`src/rtl/pwr_mon_defs_pkg.sv`:
```
// pwr_mon_defs_pkg
//   Shared definitions for the transition-count power monitor.
//   - Default parameter values (channel count, sample width, counter width,
//     read-address width).
//   - PWR_MAX_CNT: all-ones saturation pattern; a module with counter width CW
//     takes its low CW bits (CW may be at most 64).
//   - RD_ERR_DATA: value returned on rd_data for an out-of-range read.
//   Optional build macro used by the monitor: PWR_MON_TOTAL_EN (aggregate
//   counter readable at address NCH).
package pwr_mon_defs_pkg;

  localparam int PWR_NCH_DEF = 4;
  localparam int PWR_W_DEF   = 8;
  localparam int PWR_CW_DEF  = 32;
  localparam int PWR_AW_DEF  = 3;

  localparam logic [63:0] PWR_MAX_CNT = '1;

  localparam int RD_ERR_DATA = 0;

endpackage

```
`src/rtl/pwr_toggle_cnt.sv`:
```
// pwr_toggle_cnt
//   One monitored channel: previous-sample register, primed bit, saturating
//   toggle counter and sticky saturation flag.
//   Ports:
//     clk, rst      clock, asynchronous active-low reset
//     enb, vld      global enable and this channel's sample strobe
//     clr           synchronous clear (wins over a sample in the same cycle)
//     sample        W-bit channel sample
//     cnt           current toggle count (CW bits, saturating)
//     sat           sticky saturation flag
//     toggles       (PWR_MON_TOTAL_EN only) toggles added this cycle, 0 if none
module pwr_toggle_cnt
  import pwr_mon_defs_pkg::*;
#(
  parameter int W  = PWR_W_DEF,
  parameter int CW = PWR_CW_DEF
) (
  input  logic                     clk,
  input  logic                     rst,
  input  logic                     enb,
  input  logic                     vld,
  input  logic                     clr,
  input  logic [W-1:0]             sample,
  output logic [CW-1:0]            cnt,
  output logic                     sat
`ifdef PWR_MON_TOTAL_EN
  ,
  output logic [$clog2(W+1)-1:0]   toggles
`endif
);

  localparam int TW = $clog2(W + 1);
  localparam logic [CW-1:0] MaxCnt = PWR_MAX_CNT[CW-1:0];

  logic [W-1:0]  prevReg;
  logic          primedReg;
  logic [CW-1:0] cntReg;
  logic          satReg;

  logic [W-1:0]  diffBits;
  logic [TW-1:0] togCnt;
  logic [CW:0]   sumWide;
  logic [CW-1:0] cntClamped;
  logic          accept;

  assign accept   = enb && vld && !clr;
  assign diffBits = prevReg ^ sample;

  always_comb begin
    togCnt = '0;
    for (int i = 0; i < W; i++) begin
      togCnt = togCnt + TW'(diffBits[i]);
    end
  end

  // One extra bit catches the carry out so the clamp is exact.
  assign sumWide    = {1'b0, cntReg} + (CW + 1)'(togCnt);
  assign cntClamped = sumWide[CW] ? MaxCnt : sumWide[CW-1:0];

  always_ff @(posedge clk or negedge rst) begin
    if (!rst) begin
      prevReg   <= '0;
      primedReg <= 1'b0;
      cntReg    <= '0;
      satReg    <= 1'b0;
    end else if (clr) begin
      primedReg <= 1'b0;
      cntReg    <= '0;
      satReg    <= 1'b0;
    end else if (accept) begin
      prevReg   <= sample;
      primedReg <= 1'b1;
      // The first sample after reset/clear only establishes the reference.
      if (primedReg) begin
        cntReg <= cntClamped;
        if (cntClamped == MaxCnt) begin
          satReg <= 1'b1;
        end
      end
    end
  end

  assign cnt = cntReg;
  assign sat = satReg;

`ifdef PWR_MON_TOTAL_EN
  assign toggles = (accept && primedReg) ? togCnt : '0;
`endif

endmodule

```
`src/rtl/pwr_trans_monitor.sv`:
```
// pwr_trans_monitor
//   Per-channel bit-toggle counter for switching-activity power estimation.
//   NCH channels of W bits are watched; each accepted sample adds the number
//   of bits that changed since the previous accepted sample on that channel.
//   Counts are read through a one-cycle-latency addressed port.
//   Ports:
//     clk         clock, all flops rising edge
//     rst         asynchronous active-low reset
//     enb         global count enable
//     sample_vld  per-channel sample strobe (NCH bits)
//     data_in     channel c at [c*W+W-1 : c*W]
//     clr         synchronous clear of all counters, highest priority
//     rd_req      read request pulse; rd_addr selects the channel
//     rd_data     read result, holds between reads
//     rd_vld      one-cycle pulse one cycle after rd_req
//     rd_err      address out of range, qualified by rd_vld
//     sat         sticky per-channel saturation flags
//   Build macro PWR_MON_TOTAL_EN adds an aggregate saturating counter of all
//   channels' toggles, read at rd_addr == NCH (needs 2**AW > NCH+1).
//   Address width must satisfy 2**AW > NCH.
module pwr_trans_monitor
  import pwr_mon_defs_pkg::*;
#(
  parameter int NCH = PWR_NCH_DEF,
  parameter int W   = PWR_W_DEF,
  parameter int CW  = PWR_CW_DEF,
  parameter int AW  = PWR_AW_DEF
) (
  input  logic               clk,
  input  logic               rst,
  input  logic               enb,
  input  logic [NCH-1:0]     sample_vld,
  input  logic [NCH*W-1:0]   data_in,
  input  logic               clr,
  input  logic               rd_req,
  input  logic [AW-1:0]      rd_addr,
  output logic [CW-1:0]      rd_data,
  output logic               rd_vld,
  output logic               rd_err,
  output logic [NCH-1:0]     sat
);

  logic [CW-1:0] cntArr [NCH];
  logic [CW-1:0] muxData;
  logic          muxHit;
  logic [CW-1:0] rdDataReg;
  logic          rdVldReg;
  logic          rdErrReg;

`ifdef PWR_MON_TOTAL_EN
  localparam int TW  = $clog2(W + 1);
  localparam int TSW = $clog2(NCH * W + 1);
  localparam logic [CW-1:0] MaxCnt = PWR_MAX_CNT[CW-1:0];

  logic [TW-1:0]  togArr [NCH];
  logic [TSW-1:0] cycSum;
  logic [CW:0]    totWide;
  logic [CW-1:0]  totReg;
`endif

  for (genvar gi = 0; gi < NCH; gi++) begin : gChan
    pwr_toggle_cnt #(
      .W  (W),
      .CW (CW)
    ) uChan (
      .clk     (clk),
      .rst     (rst),
      .enb     (enb),
      .vld     (sample_vld[gi]),
      .clr     (clr),
      .sample  (data_in[gi*W +: W]),
      .cnt     (cntArr[gi]),
      .sat     (sat[gi])
`ifdef PWR_MON_TOTAL_EN
      ,
      .toggles (togArr[gi])
`endif
    );
  end

`ifdef PWR_MON_TOTAL_EN
  always_comb begin
    cycSum = '0;
    for (int c = 0; c < NCH; c++) begin
      cycSum = cycSum + TSW'(togArr[c]);
    end
  end

  assign totWide = {1'b0, totReg} + (CW + 1)'(cycSum);

  always_ff @(posedge clk or negedge rst) begin
    if (!rst) begin
      totReg <= '0;
    end else if (clr) begin
      totReg <= '0;
    end else begin
      totReg <= totWide[CW] ? MaxCnt : totWide[CW-1:0];
    end
  end
`endif

  // Read mux samples the counters before this edge's update, so a read in
  // the same cycle as an update or a clear returns the old value.
  always_comb begin
    muxData = CW'(RD_ERR_DATA);
    muxHit  = 1'b0;
    for (int c = 0; c < NCH; c++) begin
      if (rd_addr == AW'(c)) begin
        muxData = cntArr[c];
        muxHit  = 1'b1;
      end
    end
`ifdef PWR_MON_TOTAL_EN
    if (rd_addr == AW'(NCH)) begin
      muxData = totReg;
      muxHit  = 1'b1;
    end
`endif
  end

  always_ff @(posedge clk or negedge rst) begin
    if (!rst) begin
      rdDataReg <= '0;
      rdVldReg  <= 1'b0;
      rdErrReg  <= 1'b0;
    end else begin
      rdVldReg <= rd_req;
      if (rd_req) begin
        rdDataReg <= muxData;
        rdErrReg  <= !muxHit;
      end else begin
        rdErrReg  <= 1'b0;
      end
    end
  end

  assign rd_data = rdDataReg;
  assign rd_vld  = rdVldReg;
  assign rd_err  = rdErrReg;

endmodule
```
`config.mk`:
```
export PLATFORM = sky130hd
export DESIGN_NAME = pwr_trans_monitor
export DESIGN_NICKNAME = d
export VERILOG_FILES = /design/src/rtl/pwr_mon_defs_pkg.sv /design/src/rtl/pwr_toggle_cnt.sv /design/src/rtl/pwr_trans_monitor.sv
export SDC_FILE = /design/constraint.sdc
export NUM_CORES = 1
export LEC_CHECK = 0
export ABC_CLOCK_PERIOD_IN_PS = 5800
export CORE_UTILIZATION = 30
export CTS_BUF_LIST = sky130_fd_sc_hd__clkbuf_8
export DETAILED_ROUTE_END_ITERATION = 8
export GPL_TIMING_DRIVEN = 0
export PLACE_DENSITY = 0.57
export SYNTH_ARGS = -nofsm -noshare
export SYNTH_HDL_FRONTEND = slang
export SYNTH_SLANG_ARGS = --single-unit
```
`constraint.sdc`:
```
create_clock -name clk -period 5.8 [get_ports clk]
set_input_delay 1.74 -clock clk [delete_from_list [all_inputs] [get_ports clk]]
set_output_delay 1.74 -clock clk [all_outputs]
set_load 0.02 [all_outputs]
```
==> run_results.csv <==
group,metric,value,unit
drt,initialDrtViolationCount,1246,
timing,timing.final.ws_setup,0.0109,ns
clocking,clock_latency,0.58,ns
timing,worst_slew_pin_slew,1.19,ns
grt,grt_pass1_wl,74.3,mm
synth,syn_inst,1681,
setup_path,path_class,"input port to register",
timing,fin_crit_sh,99.8,%
floorplan,initial_utilization,30.6,%
synth,synth-edff-count,0,
finish,antenna-diode-count,0,
finish,area_delta_synth_final,24.9,%
setup_path,cp.buffers_inverters,4,
clocking,cts_made_buffers,39,
floorplan,die_h,215,um
synth,yosysMostFrequentCell,"nor2_1",
timing,whs,0.516,ns
drt,drc,0,
pwr,sw_frac_of_total,33.4,%
drt,drt_pre_antenna_iters,5,
setup_path,required,6.30,ns
setup_path,start_kind,"input port",
placed_design,portBuffers,79,
pwr,seqPwrFrac,30.6,%
grt,grt_max_degree,109,
timing,hold_viol,0,
timing,maxSlewViolCount,0,
timing,clock.fmax,0.173,GHz
synth,syn_nets,1773,
drt,vias_per_cell,5.47,
timing,rsz0062_at_grt,"true",
pwr,p_per_area,296,nW/um^2
clocking,clk_path_buf_depth,3,
grt,antenna_found_initial,0,
pwr,power.switching,1.69,mW
drt,wl_per_cell,19.4,um
grt,grt_usage,20.3,%
synth,synth_ff_type,"dfrtp_1",
synth,synth_top_area_share,37.0,%
timing,slew_headroom,20.3,%
finish,fin_area,17100,um^2
placed_design,gp_congestion,0.960,
synth,synth_warnings,0,
drt,wl,47.9,mm
finish,finalNetCount,1940,
grt,overflow,0,
synth,synth_top_cells_by_area,"dfrtp_1 (37%), o21ai_0 (7.3%), a21oi_1 (6.0%), nor2_1 (5.7%), nand2_1 (3.8%)",
worst_hold_path,hold_path_class,"register to register",
setup_path,crit_path_cell_trace,"buf_8, xor2_2, ha_1, fa_1, inv_1, fa_1, fa_2, fa_2, buf_4, inv_2, ha_4, a211oi_2, o21bai_4, and4bb_2, nand2_2, xor2_1, or4_1, o21ai_1",
floorplan,num_io_pins,82,
pwr,power.total,5.05,mW
drt,antenna_left,0,
placed_design,dpl-instance-area,15400,um^2
clocking,cts_tree,"built",
pwr,intPower,3.36,mW
placed_design,pre_cts_slack,-1.17,ns
drt,vias,13500,
floorplan,core_area,44600,um^2
timing,setup_violations,0,
synth,netlist_area,13700,um^2
synth,syn_avg_cell_area,8.13,um^2
pwr,p_leak,7.01,nW
synth,ys_top_cells_by_count,"nor2_1 (209), dfrtp_1 (202), o21ai_0 (199)",
floorplan,die-area,46400,um^2
timing,setup_tns,0,ns
pwr,power_frac_clock,33.7,%
synth,yosys.area.top_type,"dfrtp_1",
setup_path,cp_max_fo,4,
grt,grt_pass1_vias,13000,
clocking,clkSinkCount,202,
pwr,vdd_drop_max,0.180,mV
outcome,status,"finished clean",
synth,yosysUniqueCellTypes,71,
setup_path,arrival,6.29,ns
clocking,cts-root-buf,"clkbuf_8",
clocking,clk_pin_slew,0.07,ns
synth,async_reset_ff_share,100,%
synth,synth_seq_cells,202,
timing,clock_skew,0.0352,ns
clocking,h-tree-depth,2,
pwr,combPwrFrac,35.7,%
setup_path,cp_slowest_cell,"fa_2",
setup_path,crit_family,"adder cells",
synth,yosysSeqAreaShare,37.0,%
job,maxCapViolCount,0,
floorplan,num_rows,77,
setup_path,crit_path_max_incr_delay,0.65,ns
timing,post-route-min-period,5.79,ns
floorplan,die_w,215,um
setup_path,cp-end-kind,"register",
placed_design,dp_hpwl,34.8,mm
finish,final_layout_size_suffix_gt1_share,15.2,%
-- flip-flops by register name, indices dropped and copies added (netlist names) --
name                   count
rd_vld                     1
rd_data                   32
rd_err                     1
gChan.uChan.primedReg      4
gChan.uChan.sat            4
gChan.uChan.cnt          128
gChan.uChan.prevReg       32
-- cell families (layout without fill, tap and decap cells) --
logic type	Yosys count	count (layout)	synth area share, %
simple gates	582	583	20.7
compound gates	513	513	21.3
flops	202	202	37.0
buf+inv	202	398	5.80
xor+xnor	69	69	4.42
mux	65	65	5.33
fa+ha+maj	48	48	5.49
-- per-stage QoR --
step / util, % / cells
3_3_place_gp: 34.5 / 2352
3_5_place_dp: 34.6 / 2353
2_1_floorplan: - / 1681
4_1_cts: 37.6 / 2451
5_1_grt: 38.3 / 2470
6_report: 38.3 / 2470
-- per-layer routing --
metal  routed length, um  part of all wire (%)  track usage, %  up-vias
met3                3250                   6.8            3.30       99
met4                1660                   3.5            7.61        0
li1                    -                     -               -     6287
met1               20800                    43            27.4     6586
met2               22200                    46            32.7      541
met5                   0                     0               0        -
-- cell usage in the layout (no fill, tap or decap), types with 8 or more instances in the layout --
cell and n:
mux2_2 32, clkdlybuf4s50_1 63, nand4_1 24, and3_1 21
a21oi_1 159, and4_1 8, nor2b_1 13, a21o_1 8
fa_2 12, a31oi_1 48, xor2_1 19, and2_1 9
nand3_1 41, or3_1 8, xnor2_1 45, a41oi_1 12
o21ai_0 195, clkbuf_1 79, o21a_1 11, inv_1 94
ha_1 22, nor4_1 13, nor3_1 29, fa_1 8
buf_4 54, mux2i_1 30, buf_2 9, o22ai_1 14
nor2_1 204, buf_6 8, or4_1 10, clkbuf_8 54
nand2_1 135, dfrtp_1 202
-- power groups by stage --
stage          sequential (mW)  combinational, mW  clock [mW]
6_report                  1.55               1.80        1.70
3_5_place_dp              1.57               1.57           0
5_1_grt                   1.55               2.00        1.80
2_1_floorplan             1.57               1.06           0
4_1_cts                   1.54               1.72        1.75
3_3_place_gp              1.57               1.54           0
-- final cells by class --
| cell class | instances | area [um^2] |
|---|---|---|
| Fill cell | 4590 | 27500 |
| Multi-Input combinational cell | 1278 | 8320 |
| Sequential cell | 202 | 5050 |
| Timing Repair Buffer | 127 | 1180 |
| Tap cell | 592 | 741 |
| Clock buffer | 51 | 702 |
| Buffer | 108 | 498 |
| Inverter | 92 | 345 |
| Clock inverter | 20 | 226 |
-- tightest hold or removal path, delay by kind of cell (launching register included) --
kind / cells / cell delay (ns)
DFF: 1 / 0.37
and+or+nand+nor: 2 / 0.11
-- worst paths after layout --
| path | start | endpoint | slack [ns] | cells after the start |
|---|---|---|---|---|
| setup reg to reg | gChan[3].uChan.prevReg[0] | gChan[3].uChan.sat | 0.90 | 16 |
| hold reg to reg | gChan[2].uChan.cnt[0] | gChan[2].uChan.cnt[0] | 0.52 | 2 |
| hold / removal | gChan[2].uChan.cnt[0] | gChan[2].uChan.cnt[0] | 0.52 | 2 |
| max in group asynchronous | rst | gChan[1].uChan.cnt[31] | 3.56 | 2 |
| setup / recovery | data_in[17] | gChan[2].uChan.sat | 0.01 | 18 |
| min in group asynchronous | rst | gChan[1].uChan.cnt[5] | 1.21 | 1 |
-- what timing repair did --
action | 4_1_cts | 5_1_grt
setup buffers | 28 | 20
endpoints found under the setup margin | 124 | 65
hold buffers | 0 | 0
pin swaps | 68 | 51
resized for setup | 83 | 42
gates cloned | 1 | 0
(Power assumes the default switching activity.)
